==> config.mk <==
export PLATFORM = sky130hd
export DESIGN_NAME = photo_pulse_conditioner
export DESIGN_NICKNAME = d
export VERILOG_FILES = /design/src/rtl/photo_pkg.sv /design/src/rtl/photo_glitch_filter.sv /design/src/rtl/photo_pulse_conditioner.sv
export SDC_FILE = /design/constraint.sdc
export NUM_CORES = 1
export LEC_CHECK = 0
export CORE_MARGIN = 1.5
export CORE_UTILIZATION = 25
export CTS_BUF_LIST = sky130_fd_sc_hd__clkbuf_16
export DETAILED_ROUTE_END_ITERATION = 16
export HOLD_SLACK_MARGIN = 0.05
export PLACE_DENSITY_LB_ADDON = 0.15
export RECOVER_POWER = 50
export SLEW_MARGIN = 20
export SYNTH_ARGS = -nofsm -noshare
export SYNTH_HDL_FRONTEND = slang
export SYNTH_SLANG_ARGS = --single-unit
==> constraint.sdc <==
create_clock -name clk -period 1.7 [get_ports clk]
set_input_delay 0.255 -clock clk [delete_from_list [all_inputs] [get_ports clk]]
set_output_delay 0.255 -clock clk [all_outputs]
set_load 0.01 [all_outputs]
==> src/rtl/photo_pkg.sv <==
// Shared definitions for the photo pulse conditioner: FSM state encoding and
// default build constants.
package photo_pkg;

   typedef enum logic [1:0] {
      IDLE  = 2'd0,
      ARMED = 2'd1,
      LOST  = 2'd2
   } photo_state_t;

   localparam int FILT_LEN_DEF = 4;
   localparam int PERIOD_W_DEF = 21;
   localparam int TIMEOUT_DEF  = 1_000_000;

endpackage

==> src/rtl/photo_glitch_filter.sv <==
// Two-flop synchronizer followed by a stability filter: the level only follows
// the synchronized input after FILT_LEN consecutive disagreeing samples.
module photo_glitch_filter
   import photo_pkg::*;
#(
   parameter int FILT_LEN = FILT_LEN_DEF
)
(
   input  logic clk,
   input  logic rst_n,
   input  logic in,
   output logic level
);

   localparam logic [7:0] CNT_LAST = 8'(FILT_LEN - 1);

   logic [1:0] sync_reg;
   logic [7:0] cnt_reg;
   logic       level_reg;

   // Pure synchronizer: nothing else may sit between these two flops.
   always_ff @(posedge clk or negedge rst_n) begin
      if (!rst_n) begin
         sync_reg <= '0;
      end else begin
         sync_reg <= {sync_reg[0], in};
      end
   end

   always_ff @(posedge clk or negedge rst_n) begin
      if (!rst_n) begin
         cnt_reg   <= '0;
         level_reg <= 1'b0;
      end else if (sync_reg[1] == level_reg) begin
         cnt_reg <= '0;
      end else if (cnt_reg == CNT_LAST) begin
         level_reg <= sync_reg[1];
         cnt_reg   <= '0;
      end else begin
         cnt_reg <= cnt_reg + 8'd1;
      end
   end

   assign level = level_reg;

endmodule

==> src/rtl/photo_pulse_conditioner.sv <==
// Phototransistor front end: filtered level, rising-edge strobe and, when
// PHOTO_PERIOD_EN is defined, period measurement with loss-of-signal detection.
module photo_pulse_conditioner
   import photo_pkg::*;
#(
   parameter int FILT_LEN = FILT_LEN_DEF,
   parameter int PERIOD_W = PERIOD_W_DEF,
   parameter int TIMEOUT  = TIMEOUT_DEF
)
(
   input  logic                clk,
   input  logic                rst_n,
   input  logic                JB0,
   output logic                level_o,
   output logic                pulse_o,
   output logic [PERIOD_W-1:0] period_o,
   output logic                period_valid_o,
   output logic                timeout_o
);

   generate
      if (FILT_LEN < 1 || FILT_LEN > 255) begin : g_bad_filt_len
         $error("photo_pulse_conditioner: FILT_LEN out of range 1..255");
      end
      if (64'(TIMEOUT) >= (64'd1 << PERIOD_W)) begin : g_bad_timeout
         $error("photo_pulse_conditioner: TIMEOUT does not fit in PERIOD_W bits");
      end
   endgenerate

   logic level;
   logic level_prev_reg;
   logic pulse;

   photo_glitch_filter #(
      .FILT_LEN (FILT_LEN)
   ) u_filter (
      .clk   (clk),
      .rst_n (rst_n),
      .in    (JB0),
      .level (level)
   );

   always_ff @(posedge clk or negedge rst_n) begin
      if (!rst_n) begin
         level_prev_reg <= 1'b0;
      end else begin
         level_prev_reg <= level;
      end
   end

   // High during the first cycle the filtered level reads 1.
   assign pulse   = level & ~level_prev_reg;
   assign level_o = level;
   assign pulse_o = pulse;

`ifdef PHOTO_PERIOD_EN
   localparam logic [PERIOD_W-1:0] TIMEOUT_CNT = PERIOD_W'(TIMEOUT);

   photo_state_t        state_reg;
   logic [PERIOD_W-1:0] elapsed_reg;
   logic [PERIOD_W-1:0] elapsed_next;
   logic [PERIOD_W-1:0] period_reg;
   logic                valid_reg;
   logic                timeout_reg;

   always_comb begin
      elapsed_next = elapsed_reg;
      if (pulse) begin
         elapsed_next = PERIOD_W'(1);
      end else if (elapsed_reg < TIMEOUT_CNT) begin
         elapsed_next = elapsed_reg + PERIOD_W'(1);
      end
   end

   // Timeout is flagged in the same cycle the counter shows TIMEOUT, so a
   // pulse arriving at that count is seen in LOST and only re-arms.
   always_ff @(posedge clk or negedge rst_n) begin
      if (!rst_n) begin
         state_reg   <= IDLE;
         elapsed_reg <= '0;
         period_reg  <= '0;
         valid_reg   <= 1'b0;
         timeout_reg <= 1'b0;
      end else begin
         elapsed_reg <= elapsed_next;
         valid_reg   <= 1'b0;
         case (state_reg)
            IDLE: begin
               if (pulse) state_reg <= ARMED;
            end
            ARMED: begin
               if (pulse) begin
                  if (elapsed_reg < TIMEOUT_CNT) begin
                     period_reg <= elapsed_reg;
                     valid_reg  <= 1'b1;
                  end
               end else if (elapsed_next == TIMEOUT_CNT) begin
                  state_reg   <= LOST;
                  timeout_reg <= 1'b1;
               end
            end
            LOST: begin
               if (pulse) begin
                  state_reg   <= ARMED;
                  timeout_reg <= 1'b0;
               end
            end
            default: state_reg <= IDLE;
         endcase
      end
   end

   assign period_o       = period_reg;
   assign period_valid_o = valid_reg;
   assign timeout_o      = timeout_reg;
`else
   assign period_o       = '0;
   assign period_valid_o = 1'b0;
   assign timeout_o      = 1'b0;
`endif

endmodule

After elaboration in Yosys (flattened, before gate mapping)
Cells that the tools add are included.
{"block": "totals", "register_bits": 12, "latchBits": 0, "mem_bits_rw": 0, "rom_bits": 0, "inputBits": 3, "out_inout_bits": 25, "memories": 0}
{"block": "classes", "n_addsub": 1, "multipliers": 0, "n_div": 0, "magnitude_cmp": 0, "eq_ne": 2, "shifts": 0, "n_mux": 2, "bitwise_logic": 3, "reduce_logical": 1}
{"cell": "$mux 8", "count": 2}
{"cell": "$add 8x1->8 const B", "count": 1}
{"cell": "$eq 8x2->1 const B", "count": 1}
{"cell": "$not 1->1", "count": 2}
{"cell": "$reduce_and 2->1", "count": 1}
{"cell": "$and 1x1->1", "count": 1}
{"cell": "$eq 1x1->1", "count": 1}

Logic depth before layout (Yosys ltp)
{"block": "logic_depth", "depth_word": 3, "mapped_depth": 4}

Cells and area by module
A second synthesis with hierarchy kept.
{"block": "hier_totals", "cells_unflattened": 70, "area_unflattened_um2": 708.2}
{"module": "photo_glitch_filter", "instances": 1, "cells_per_inst": 44, "area_per_inst_um2": 493.0, "seq_area_each_um2": 275.3}
{"module": "photo_pulse_conditioner", "instances": 1, "cells_per_inst": 26, "area_per_inst_um2": 215.2, "seq_area_each_um2": 25.0}

Least setup slack after synthesis
No wires, ideal clock.
{"block": "synth_path", "kind": "register to register", "startpoint": "reg u_filter.cnt_reg[0]", "endpoint": "reg u_filter.level_reg, in the netlist u_filter.level", "setup_ns": 0.125, "arrival_time_ns": 1.143, "required_ns": 1.575, "slack_ns": 0.432, "path_stages_with_launch": 5, "path_buffers": 0, "synth_period_minus_slack_ns": 1.268, "cell_sequence": "dfrtp_1 ha_1 nor4b_2 nand2_1 mux2_2"}
{"block": "synth_between", "elab_chain_len": 2}
{"item": "start: declaration", "line": "photo_glitch_filter.sv:18", "text": "logic [7:0] cnt_reg;"}
{"item": "start signal: assignment", "line": "photo_glitch_filter.sv:40", "text": "cnt_reg <= cnt_reg + 8'd1;"}
{"item": "$eq 8x2->1", "line": "photo_glitch_filter.sv:36", "text": "end else if (cnt_reg == CNT_LAST) begin"}
{"item": "$reduce_and 2->1 (no source line)"}
{"item": "end signal: assignment", "line": "photo_glitch_filter.sv:37", "text": "level_reg <= sync_reg[1];"}
{"item": "end: declaration", "line": "photo_glitch_filter.sv:19", "text": "logic level_reg;"}
No other way between the ends.
A chain may end at the register's enable or synchronous reset.

Worst setup path after layout
{"block": "layout_path", "startpoint": "reg u_filter.level_reg, in the netlist u_filter.level", "endpoint": "out pulse_o"}
{"block": "layout_between", "elab_chain_len": 1}
{"item": "$and 1x1->1", "line": "photo_pulse_conditioner.sv:52", "text": "assign pulse = level & ~level_prev_reg;"}
{"item": "end: declaration", "line": "photo_pulse_conditioner.sv:15", "text": "output logic pulse_o,"}
No other way between the ends.

==> run metrics <==
run status=completed; initial cell density of the core=0.271; maximum number of pins on one net before global-route repair=13; maximum level of the CTS H-tree=1; Setup violations, final=0; source of the worst register-to-register timing path=u_filter.cnt_reg[0]$_DFF_PN0_; net switching power figure=approximately 0.0003 W; Vias per Instance=approximately 3.7; diodes inserted=0; residual overflow from global routing=0; clock root buffer=sky130_fd_sc_hd__clkbuf_16; wire length of the first global-routing pass=about 1500 um; gate count of the mapped netlist=a little under 70; Max Cap Viol=0; wire length per cell after detailed routing=slightly below 9 um; part of the total power dissipated in combinational logic=0.218; Clock Latency Late Sink=between 0.2 and 0.25 ns; clock share of power=0.407; maximum buffer depth of the clock tree=2; power density normalized to cell area=~1400 mW/mm^2; flip-flop and latch count after synthesis=12; clock tree from TritonCTS=done; final estimated routing congestion in global placement=roughly 0.7; cell count after placement=approximately 100; critical path fanouts, max=5; Arr. time, crit path=between 1 and 1.5 ns; clock sink total=12; Worst Max-Slew Pin Slew=around 0.51 ns; fraction of synthesized cell area taken by the top area cell type=0.435; worst setup slack for register-to-register paths=approximately 0.36 ns; number of global-route vias before repair=~320; Hold Crit Class=flop to flop; Area contributors post-synth=sky130_fd_sc_hd__dfrtp_1, sky130_fd_sc_hd__buf_4, sky130_fd_sc_hd__ha_1; internal power=0.000756 W; total routing usage reported by global routing=0.0621; hpwl dp=between 700 and 800 um; x dimension of the die=~56 um; Seq/Total Area, Yosys=0.435; total power after layout=roughly 0.0011 W; worst vdd ir=approximately 0.76 mV; CORE AREA=0.00254 mm^2; final slew viol count=0; Fmax achieved=between 600 and 700 MHz; category of the most critical setup path=flop to primary output; hold path startpoint=u_filter.sync_reg[0]$_DFF_PN0_; startpoint kind of the worst setup timing path=flop; setup repair after global routing missed its margin=no; number of top-level pins=28; synth-to-layout area growth=9.60%; Worst Hold Path Cells=0; TritonCTS buffer count=3; cts repair resizes=0; final period utilization=0.922; # Post-CTS Setup Buffers=0; count of cells along the worst register-to-register path=4; critical path capture point type=primary output; vias=between 300 and 400; Syn Area/Cell=10.0 um^2; # rows=18; switching portion of total power=0.283; required time of the critical path=1.44 ns; total wire length after detailed routing=a little over 900 um; number of antenna violations at the first check in global routing=0; worst max-slew margin expressed relative to the limit=0.659; post-CTS clock slew at the launch and capture registers of the worst setup and hold paths=0.04 ns; initial detailed-routing violation count=2; Yosys warning total=0; Fin. Hold Viols=0; worst hold endpoint=u_filter.sync_reg[1]$_DFF_PN0_; sequential share of power=0.375; flip-flop count of the largest register after layout=8; fraction of layout instances using a drive strength above 1=0.0789; Leakage Power=between 0.3 and 0.4 nW; remaining antenna violation count=0; area enclosed by the die boundary=0.00309 mm^2; Cell Count, Final, Fillers Out=between 100 and 150; Synth area leader=sky130_fd_sc_hd__dfrtp_1; first drt pass iteration count=2; number of unique standard cell types used by synthesis=20; Worst Clk Skew=approximately 0.0016 ns; DRC violations left=0; hold buffer count at CTS=0; Die H=between 50 and 60 um; endpoint of the most critical register-to-register path=u_filter.level$_DFFE_PN0P_; Fin Setup TNS=0 ns; IO Port Bufs=4; final layout net count=82; final critical-path required period=~1.6 ns; summed instance area of the synthesized netlist=691 um^2
metrics by stage:
step | setup slack (ns) | util | cell area, um^2 | hold WS [ns]
3_3_place_gp | 0.382 | 0.266 | 678 | 0.332
4_1_cts | 0.112 | 0.297 | 757 | 0.347
3_5_place_dp | 0.370 | 0.266 | 678 | 0.336
6_report | 0.133 | 0.297 | 757 | 0.344
5_1_grt | 0.0702 | 0.297 | 757 | 0.360
2_1_floorplan | 0.432 | - | 773 | -0.0406
critical path: stages, from the launching register on:
cell,delay (ns)
sky130_fd_sc_hd__dfrtp_1,0.39
sky130_fd_sc_hd__nor2b_1,0.14
sky130_fd_sc_hd__clkdlybuf4s50_1,0.54
kinds of logic (layout without fill, tap and decap cells):
group	Yosys count	after routing	synth area share
compound gates	7	7	0.0543
xor+xnor	4	4	0.0507
fa+ha+maj	2	2	0.0362
buf+inv	24	9	0.255
flops	12	12	0.435
mux	1	1	0.0163
other cells	1	23	0.00543
simple gates	18	18	0.147
synthesized netlist by cell type, drive strengths merged:
| library cell | n |
|---|---|
| nor2b | 1 |
| mux2 | 1 |
| nand2 | 3 |
| nand4 | 1 |
| o21ai | 3 |
| conb | 1 |
| xor2 | 2 |
| nor4b | 1 |
| nand3 | 3 |
| or3 | 3 |
| nor2 | 5 |
| a21o | 1 |
| dfrtp | 12 |
| buf | 23 |
| nor3 | 1 |
| xnor2 | 2 |
| inv | 1 |
| ha | 2 |
| a21oi | 3 |
power groups by stage:
stage          clock network (W)  registers, W  logic, W
2_1_floorplan                  0      0.000395  0.000187
3_3_place_gp                   0      0.000398  0.000233
3_5_place_dp                   0      0.000400  0.000234
4_1_cts                 0.000444      0.000396  0.000234
5_1_grt                 0.000454      0.000408  0.000254
6_report                0.000429      0.000395  0.000230
layout make-up:
| class | instances | area, um^2 |
|---|---|---|
| inverter | 1 | 3.75 |
| sequential | 12 | 300 |
| clock inverter | 1 | 3.75 |
| clock buffer | 3 | 75.1 |
| fill | 272 | 1790 |
| multi-input combinational | 55 | 297 |
| tap | 30 | 37.5 |
| timing repair buffer | 4 | 40.0 |
layer usage:
| metal | vias up | part of all wire | GRT usage |
|---|---|---|---|
| met3 | 2 | 0.051 | 0.0281 |
| met4 | 0 | 0.020 | 0.0314 |
| met1 | 172 | 0.50 | 0.0843 |
| met2 | 18 | 0.43 | 0.0816 |
| met5 | - | 0 | 0 |
| li1 | 196 | - | - |
placed cells by master (no fill, tap or decap):
cell,instances
sky130_fd_sc_hd__a21o_1,1
sky130_fd_sc_hd__a21oi_1,3
sky130_fd_sc_hd__clkbuf_16,3
sky130_fd_sc_hd__clkdlybuf4s50_1,2
sky130_fd_sc_hd__clkinv_1,1
sky130_fd_sc_hd__conb_1,23
sky130_fd_sc_hd__dfrtp_1,12
sky130_fd_sc_hd__dlygate4sd3_1,2
sky130_fd_sc_hd__ha_1,2
sky130_fd_sc_hd__inv_1,1
sky130_fd_sc_hd__mux2_2,1
sky130_fd_sc_hd__nand2_1,3
sky130_fd_sc_hd__nand3_1,2
sky130_fd_sc_hd__nand3_2,1
sky130_fd_sc_hd__nand4_1,1
sky130_fd_sc_hd__nor2_1,5
sky130_fd_sc_hd__nor2b_1,1
sky130_fd_sc_hd__nor3_1,1
sky130_fd_sc_hd__nor4b_2,1
sky130_fd_sc_hd__o21ai_0,3
sky130_fd_sc_hd__or3_1,3
sky130_fd_sc_hd__xnor2_1,2
sky130_fd_sc_hd__xor2_1,2
worst max-delay path by stage:
stage,start,end,slack (ns),depth (start not counted)
after floorplan,u_filter.cnt_reg[0]$_DFF_PN0_,u_filter.level$_DFFE_PN0P_,0.43,4
after global placement,u_filter.cnt_reg[0]$_DFF_PN0_,u_filter.level$_DFFE_PN0P_,0.38,4
after detailed placement,u_filter.cnt_reg[0]$_DFF_PN0_,u_filter.level$_DFFE_PN0P_,0.37,4
after CTS,u_filter.level$_DFFE_PN0P_,pulse_o,0.11,2
after global routing,u_filter.level$_DFFE_PN0P_,pulse_o,0.07,2
final,u_filter.level$_DFFE_PN0P_,pulse_o,0.13,2
No activity file was read; power rests on OpenSTA's default activity.
